==> src/rtl/seq_comparator.sv <==
// Multi-cycle magnitude comparator: walks CHUNK-bit slices from the MSB down, signed or unsigned.
// Optional CMP_EARLY_EXIT_EN: finish as soon as the first differing chunk is seen.
module seq_comparator #(
  parameter int unsigned WIDTH = 32,
  parameter int unsigned CHUNK = 8
) (
  input  logic                 clk,
  input  logic                 rst_n,
  input  logic                 i_valid,
  output logic                 o_ready,
  input  logic [WIDTH-1:0]     i_op_1,
  input  logic [WIDTH-1:0]     i_op_2,
  input  logic                 i_signed,
  output logic                 o_valid,
  input  logic                 i_ready,
  output logic                 gt,
  output logic                 eq,
  output logic                 lt,
  output logic [(((WIDTH/CHUNK) > 1) ? $clog2(WIDTH/CHUNK) : 1)-1:0] o_diff_idx
);

  localparam int unsigned NCHUNK = WIDTH / CHUNK;
  localparam int unsigned IDXW   = (NCHUNK > 1) ? $clog2(NCHUNK) : 1;

  typedef enum logic [1:0] {IDLE, RUN, DONE} state_t;

  state_t            r_state;
  state_t            w_state_nxt;
  logic              r_ready;
  logic              r_valid;
  logic [WIDTH-1:0]  r_op1;
  logic [WIDTH-1:0]  r_op2;
  logic [IDXW-1:0]   r_k;
  logic              r_found;
  logic              r_gt_acc;
  logic              r_lt_acc;
  logic [IDXW-1:0]   r_idx_acc;

  logic [CHUNK-1:0]  w_c1;
  logic [CHUNK-1:0]  w_c2;
  logic              w_diff;
  logic              w_hit;
  logic              w_exit;
  logic              w_found_nxt;
  logic              w_gt_nxt;
  logic              w_lt_nxt;
  logic [IDXW-1:0]   w_idx_nxt;
  logic [WIDTH-1:0]  w_bias;

  assign o_ready = r_ready;
  assign o_valid = r_valid;

  // Flipping the sign bit maps two's-complement ordering onto unsigned ordering
  assign w_bias = {i_signed, {(WIDTH-1){1'b0}}};

  assign w_c1 = r_op1[32'(r_k)*CHUNK +: CHUNK];
  assign w_c2 = r_op2[32'(r_k)*CHUNK +: CHUNK];

  // State register; handshake flags are registered copies of the next-state decode
  always_ff @(posedge clk or negedge rst_n) begin
    if (!rst_n) begin
      r_state <= IDLE;
      r_ready <= 1'b1;
      r_valid <= 1'b0;
    end else begin
      r_state <= w_state_nxt;
      r_ready <= (w_state_nxt == IDLE);
      r_valid <= (w_state_nxt == DONE);
    end
  end

  // Next-state and per-chunk compare
  always_comb begin
    w_state_nxt = r_state;
    w_diff      = (w_c1 != w_c2);
    w_hit       = w_diff && !r_found;
    w_found_nxt = r_found | w_diff;
    w_gt_nxt    = r_gt_acc;
    w_lt_nxt    = r_lt_acc;
    w_idx_nxt   = r_idx_acc;
`ifdef CMP_EARLY_EXIT_EN
    w_exit      = (r_k == '0) || w_hit;
`else
    w_exit      = (r_k == '0);
`endif
    if (w_hit) begin
      w_gt_nxt  = (w_c1 > w_c2);
      w_lt_nxt  = (w_c1 < w_c2);
      w_idx_nxt = r_k;
    end
    case (r_state)
      IDLE:    if (i_valid) w_state_nxt = RUN;
      RUN:     if (w_exit)  w_state_nxt = DONE;
      DONE:    if (i_ready) w_state_nxt = IDLE;
      default: w_state_nxt = IDLE;
    endcase
  end

  // Operand capture, running result, and result registers loaded on leaving RUN
  always_ff @(posedge clk or negedge rst_n) begin
    if (!rst_n) begin
      r_op1      <= '0;
      r_op2      <= '0;
      r_k        <= '0;
      r_found    <= 1'b0;
      r_gt_acc   <= 1'b0;
      r_lt_acc   <= 1'b0;
      r_idx_acc  <= '0;
      gt         <= 1'b0;
      eq         <= 1'b0;
      lt         <= 1'b0;
      o_diff_idx <= '0;
    end else begin
      case (r_state)
        IDLE: begin
          if (i_valid) begin
            r_op1     <= i_op_1 ^ w_bias;
            r_op2     <= i_op_2 ^ w_bias;
            r_k       <= IDXW'(NCHUNK - 1);
            r_found   <= 1'b0;
            r_gt_acc  <= 1'b0;
            r_lt_acc  <= 1'b0;
            r_idx_acc <= '0;
          end
        end
        RUN: begin
          r_found   <= w_found_nxt;
          r_gt_acc  <= w_gt_nxt;
          r_lt_acc  <= w_lt_nxt;
          r_idx_acc <= w_idx_nxt;
          if (w_exit) begin
            gt         <= w_gt_nxt;
            lt         <= w_lt_nxt;
            eq         <= !w_found_nxt;
            o_diff_idx <= w_idx_nxt;
          end else begin
            r_k <= r_k - IDXW'(1);
          end
        end
        default: ;
      endcase
    end
  end

endmodule

==> config.mk <==
export PLATFORM = sky130hd
export DESIGN_NAME = seq_comparator
export DESIGN_NICKNAME = d
export VERILOG_FILES = /design/src/rtl/seq_comparator.sv
export SDC_FILE = /design/constraint.sdc
export NUM_CORES = 1
export LEC_CHECK = 0
export BUFFER_PORTS_ARGS = -buffer_cell sky130_fd_sc_hd__buf_2
export CELL_PAD_IN_SITES_DETAIL_PLACEMENT = 1
export CELL_PAD_IN_SITES_GLOBAL_PLACEMENT = 1
export CORE_UTILIZATION = 25
export DETAILED_ROUTE_END_ITERATION = 8
export GPL_ROUTABILITY_DRIVEN = 0
export HOLD_SLACK_MARGIN = 0.12
export PLACE_DENSITY = 0.54
export SLEW_MARGIN = 20
export SYNTH_ARGS = -nofsm -noshare
export SYNTH_HDL_FRONTEND = slang
export SYNTH_SLANG_ARGS = --single-unit
==> constraint.sdc <==
create_clock -name clk -period 4.3 [get_ports clk]
set_clock_uncertainty 0.05 [all_clocks]
set_input_delay 0.215 -clock clk [delete_from_list [all_inputs] [get_ports clk]]
set_output_delay 0.215 -clock clk [all_outputs]
set_load 0.03 [all_outputs]
==> impl_metrics.json, run 1 <==
{
  "outcome": "completed",
  "worst_pin_slew_ns": 0.8890,
  "cts_sinks": 80,
  "cts_setup_buffers": 0,
  "p_seq_frac": 0.375,
  "insertion_delay_ns": 0.33,
  "grt_pass1_vias": 2863,
  "grt_max_degree": 81,
  "placed_cells": 497,
  "whs_ns": 0.1556,
  "coreArea_mm2": 0.01448,
  "finalCritPeriodShare": 0.6908,
  "p_comb_frac": 0.400,
  "setup-tns-final_ns": 0,
  "synth.area.top_cells": "dfrtp_1 (54%), mux2_2 (12%), mux4_2 (9.8%)",
  "cp-end-kind": "register",
  "yosysSeqAreaShare": 0.5423,
  "slew_viol_final": 0,
  "cts-root-buf": "clkbuf_16",
  "numCtsBuffers": 9,
  "path_cells": "buf_4, mux4_2, inv_1, ha_1, nand4_1, o21ai_2, or3_4, nor2_2, a2bb2oi_1",
  "placed_cell_area_mm2": 0.004219,
  "clkPwrFrac": 0.225,
  "layout_min_cycle_time_ns": 2.970,
  "grt_pass1_wl_um": 14940,
  "crit_path_max_incr_delay_ns": 0.66,
  "hold_viol": 0,
  "powerDensity_mw_per_mm2": 710.2,
  "antenna_found_initial": 0,
  "ctsHtreeMaxLevel": 3,
  "firstDrtPassIters": 4,
  "fin_area_mm2": 0.005174,
  "avgRoutedWirePerCell_um": 15.81,
  "fillers": 1545,
  "internal_power_uw": 2442,
  "yosysTopAreaCell": "dfrtp_1",
  "synth_cell_types": 37,
  "cts_buffer_depth": 2,
  "drc": 0,
  "power.total_uw": 3674,
  "yosysMostFrequentCell": "dfrtp_1",
  "drv_cap": 0,
  "tritoncts": "built",
  "synth_cells": 249,
  "die_w_um": 123.6,
  "rsz0062_at_grt": "no",
  "vias": 2508,
  "synthToLayoutAreaGrowth_pct": 40.07,
  "ir_drop_uv": 214.6,
  "start_util": 0.2551,
  "cp-start-kind": "register",
  "p_leak_uw": 0.002306,
  "viasPerCell": 4.354,
  "diodes": 0,
  "arrival_ns": 3.18,
  "swShare": 0.3354,
  "setup_viol_count_final": 0,
  "ys_seq_elements": 80,
  "synth_top_area_share": 0.5352,
  "drive_gt1_frac": 0.3903,
  "async_flop_share": 1.000,
  "critical_path_class": "register to register",
  "die_area_mm2": 0.01526,
  "grt_overflow_total": 0,
  "drt_wl_total_um": 9109,
  "fmax_ghz": 0.3367,
  "crit_family": "simple AND/OR/NAND/NOR gates",
  "clk_pin_slew_ns": 0.06,
  "yosysWarnings": 0,
  "switching_power_uw": 1232,
  "synth_area_mm2": 0.003694,
  "layoutNonFillerInstCount": 576,
  "synth_fp_nets": 327,
  "synth_edf_count": 0,
  "syn_avg_cell_area_um2": 14.83,
  "hp-class": "input port to register",
  "relSlewSlack": 0.4074,
  "rows": 44,
  "drtAntennaViolNets": 0,
  "grtUsageTotal": 0.1323,
  "final_net_count": 465,
  "synth-main-ff-cell": "dfrtp_1",
  "num_io_pins": 76,
  "io_buffers": 75,
  "critPathSlowestCell": "dfrtp_1",
  "cp_data_required_time_ns": 4.51,
  "crit_path_max_fanout": 13,
  "cp_num_buf_inv": 2,
  "hpwlAfterDp_um": 6025,
  "die_h_um": 123.6,
  "drtIter0Drc": 58,
  "synth_commonest_cells": "dfrtp_1 (79), mux2_2 (38), mux2_1 (25)"
}
[layout by cell type (no fill, tap or decap), types with 3 or more instances in the layout]
cell / netlist / layout
a21oi_1: 5 / 5
buf_2: 6 / 74
clkbuf_16: 0 / 9
dfrtp_1: 79 / 79
dlygate4sd3_1: 0 / 63
ha_1: 9 / 9
inv_1: 12 / 12
mux2_1: 25 / 25
mux2_2: 38 / 38
mux4_2: 16 / 16
nand2_1: 8 / 8
nor2_1: 6 / 6
o21ai_0: 6 / 6
o21ai_1: 3 / 3
[final timing paths]
kind                                      end  cells past startpoint           from  slack (ns)
worst max-delay path                       lt                      9         r_k[0]        1.33
worst min-delay path                r_op1[31]                      3     i_op_1[31]        0.16
worst max register to register             lt                      9         r_k[0]        1.33
max in group asynchronous           r_op2[10]                      2          rst_n        3.23
min in group asynchronous           r_op1[11]                      2          rst_n        0.44
worst min register to register  o_diff_idx[0]                      2  o_diff_idx[0]        0.43
[state kept, by name (all words and copies together), names as in the netlist]
| register | cells |
|---|---|
| eq | 1 |
| gt | 1 |
| lt | 1 |
| o_diff_idx | 2 |
| o_ready | 1 |
| o_valid | 1 |
| r_found | 1 |
| r_gt_acc | 1 |
| r_idx_acc | 2 |
| r_k | 2 |
| r_lt_acc | 1 |
| r_op1 | 32 |
| r_op2 | 32 |
| r_state | 2 |
[final cells by class]
cell class	instances	area, um^2	area share
Multi-Input combinational cell	144	1548	0.2992
Timing Repair Buffer	140	1027	0.1985
Clock buffer	9	225.2	0.04353
Sequential cell	80	2003	0.3872
Tap cell	184	230.2	0.04450
Inverter	12	45.04	0.008706
Clock inverter	7	95.09	0.01838
[layer usage]
layer	wire (um)	vias to the layer above	global-route usage
met2	4469	53	0.2207
met5	0	-	0
li1	-	1188	-
met4	130	0	0.04443
met3	315	11	0.02675
met1	4193	1256	0.1706
[worst reg2reg max path: cells and delay by family, from the launching register on]
kind            cells  cell delay, ns
compound gates      2            0.30
fa+ha+maj           1            0.25
buf+inv             2            0.43
flops               1            0.66
mux                 1            0.53
simple gates        3            0.69
[repair_timing]
item / CTS / global route
resized for setup: 0 / 0
hold buffers: 63 / 0
hold endpoints to repair: 141 / 0
[metrics by stage]
step	utilization	worst slack (ns)
floorplan	-	1.851
global placement	0.2914	1.358
detailed placement	0.2914	1.282
CTS	0.3571	1.265
global route	0.3573	1.058
finish	0.3573	1.330
[power groups by stage]
stage	Clock, uW	Combinational [uW]	Sequential [uW]
6_report	825	1470	1380
5_1_grt	883	1650	1440
4_1_cts	850	1510	1380
3_5_place_dp	0	1460	1400
3_3_place_gp	0	1400	1390
2_1_floorplan	0	1160	1290
[cell families after synthesis]
| kind of cell | synth area share |
|---|---|
| and+or+nand+nor | 0.03456 |
| AOI/OAI and AO/OA | 0.05420 |
| DFF | 0.5423 |
| adders and majority gates | 0.03049 |
| buffers and inverters | 0.03862 |
| xor gates and xnor gates | 0.004743 |
| muxes | 0.2951 |
(Power assumes the default switching activity.)
==> run 2, diff against run 1 <==
PLACE_DENSITY = 0.55   (was 0.54)
clock period = 2.4 ns   (was 4.3 ns; I/O delays follow)
==> run 2 against run 1 <==
Net effect: register-to-register slack worse by 1.3 ns; largest cell class unchanged; utilization up 2.0 points; critical path depth down 1; sequential power up 74%; maximum frequency up 24%.
==> impl_metrics.json, run 2 (synthesis gave the netlist of run 1 again) <==
{
  "clk_pin_slew_ns": 0.06,
  "arrival_ns": 2.57,
  "cts_buffer_depth": 2,
  "synthToLayoutAreaGrowth_pct": 48.00,
  "cp_num_buf_inv": 1,
  "outcome": "completed",
  "cp-end-kind": "register",
  "cts_sinks": 80,
  "start_util": 0.2551,
  "fmax_ghz": 0.4174,
  "fillers": 1517,
  "largest_registers": "r_op1 x32, r_op2 x32",
  "cts-root-buf": "clkbuf_16",
  "insertion_delay_ns": 0.34,
  "drtAntennaViolNets": 0,
  "layout_commonest_cell": "dfrtp_1",
  "ctsHtreeMaxLevel": 3,
  "finalCritPeriodShare": 0.9983,
  "cp.depth": 8,
  "firstDrtPassIters": 4,
  "layout_min_cycle_time_ns": 2.396,
  "tritoncts": "built",
  "cp_data_required_time_ns": 2.58,
  "slew_viol_final": 0,
  "rows": 44,
  "drt_wl_total_um": 9358,
  "die_w_um": 123.6,
  "numCtsBuffers": 9,
  "regToRegSetupSlack_ns": 0.004,
  "viasPerCell": 4.406,
  "r2r-start": "r_k[0]",
  "p_leak_uw": 0.002391,
  "drv_cap": 0,
  "setup-tns-final_ns": 0,
  "grt_max_degree": 68,
  "grt_pass1_vias": 2841,
  "crit_family": "simple AND/OR/NAND/NOR gates",
  "crit_start": "r_k[0]",
  "worst_pin_slew_ns": 0.7310,
  "cp-endpoint": "r_gt_acc",
  "rsz0062_at_grt": "yes",
  "relSlewSlack": 0.5127,
  "drc": 0,
  "drive_gt1_frac": 0.4496,
  "hpwlAfterDp_um": 6330,
  "num_io_pins": 76,
  "reg2reg_depth": 8,
  "placed_cells": 507,
  "setup_viol_count_final": 0,
  "path_cells": "buf_6, mux4_2, ha_4, nand4_1, o21ai_2, or3_4, o221ai_2, nand2_1",
  "diodes": 0,
  "reg2reg_to": "r_gt_acc",
  "layoutNonFillerInstCount": 591,
  "hp-class": "input port to register",
  "coreArea_mm2": 0.01448,
  "antenna_found_initial": 0,
  "final_net_count": 480,
  "layout.cells.most_common_list": "dfrtp_1 (78), buf_2 (74), dlygate4sd3_1 (67)",
  "grtUsageTotal": 0.1354,
  "die_h_um": 123.6,
  "crit_path_max_incr_delay_ns": 0.55,
  "ir_drop_uv": 493.1,
  "cp-start-kind": "register",
  "avgRoutedWirePerCell_um": 15.83,
  "grt_overflow_total": 0,
  "io_buffers": 75,
  "critical_path_class": "register to register",
  "crit_path_max_fanout": 6,
  "hold_viol": 0,
  "drtIter0Drc": 58,
  "powerDensity_mw_per_mm2": 1319,
  "vias": 2604,
  "grt_pass1_wl_um": 15100,
  "critPathSlowestCell": "mux4_2",
  "die_area_mm2": 0.01526
}
## run 2: changes by cell type in the layout (fill, tap and decap cells not counted), sizes merged
cell	before	now
clkbuf	9	10
inv	13	12
buf	77	88
dlygate4sd3	63	67
## run 2: per-layer routing
layer / global-route usage / vias to the layer above / wire (um)
met2: 0.2252 / 53 / 4752
met5: 0 / - / 0
li1: - / 1218 / -
met1: 0.1704 / 1322 / 4159
met4: 0.06099 / 0 / 163
met3: 0.02537 / 11 / 282
## run 2: metrics by stage
stage / setup WS [ns] / area (um^2) / utilization / power [uW] / hold WS (ns)
after floorplan: 0.03659 / 3699 / - / 4402 / -0.2256
after global placement: -0.08075 / 4332 / 0.2992 / 5195 / 0.1701
after detailed placement: -0.1142 / 4332 / 0.2992 / 5284 / 0.1780
after CTS: -0.06293 / 5434 / 0.3753 / 7233 / 0.1275
after global routing: -0.09197 / 5466 / 0.3775 / 7752 / 0.1376
final: 0.003983 / 5466 / 0.3775 / 7213 / 0.1245
## run 2: worst min-delay path by stage
stage / depth (start not counted) / slack [ns] / to / start
after floorplan: 0 / -0.23 / eq / rst_n
after global placement: 1 / 0.17 / r_op1[15] / rst_n
after detailed placement: 1 / 0.18 / r_op1[3] / rst_n
after CTS: 3 / 0.13 / o_ready / i_valid
after global routing: 3 / 0.14 / r_op2[31] / i_signed
final: 3 / 0.12 / r_op2[31] / i_signed
## run 2: tightest hold or removal path, stage by stage
cell and delay (ns):
buf_2 0.11, xnor2_1 0.16, a21oi_1 0.08
## run 2: where the power goes
part | leakage [uW] | total, uW | switching, uW | internal [uW]
registers | 0.000952 | 2400 | 384 | 2010
logic | 0.00128 | 3340 | 1470 | 1880
clock network | 0.000158 | 1480 | 543 | 933
## run 2: what timing repair did
action / CTS / global route
endpoints found under the hold margin: 118 / 0
hold buffers: 67 / 0
pin swaps: 5 / 4
cloned: 0 / 0
buffers inserted: 1 / 0
endpoints found under the setup margin: 6 / 8
gates resized for setup: 17 / 7
## run 2: layout make-up
type | instances | area, um^2 | share of cell area
clock buffers | 10 | 239.0 | 0.04372
clock inverters | 6 | 82.58 | 0.01511
inverters | 12 | 45.04 | 0.008240
multi-input cells | 144 | 1667 | 0.3049
flip-flops and latches | 80 | 2004 | 0.3667
well taps | 184 | 230.2 | 0.04211
repair buffers | 155 | 1199 | 0.2193
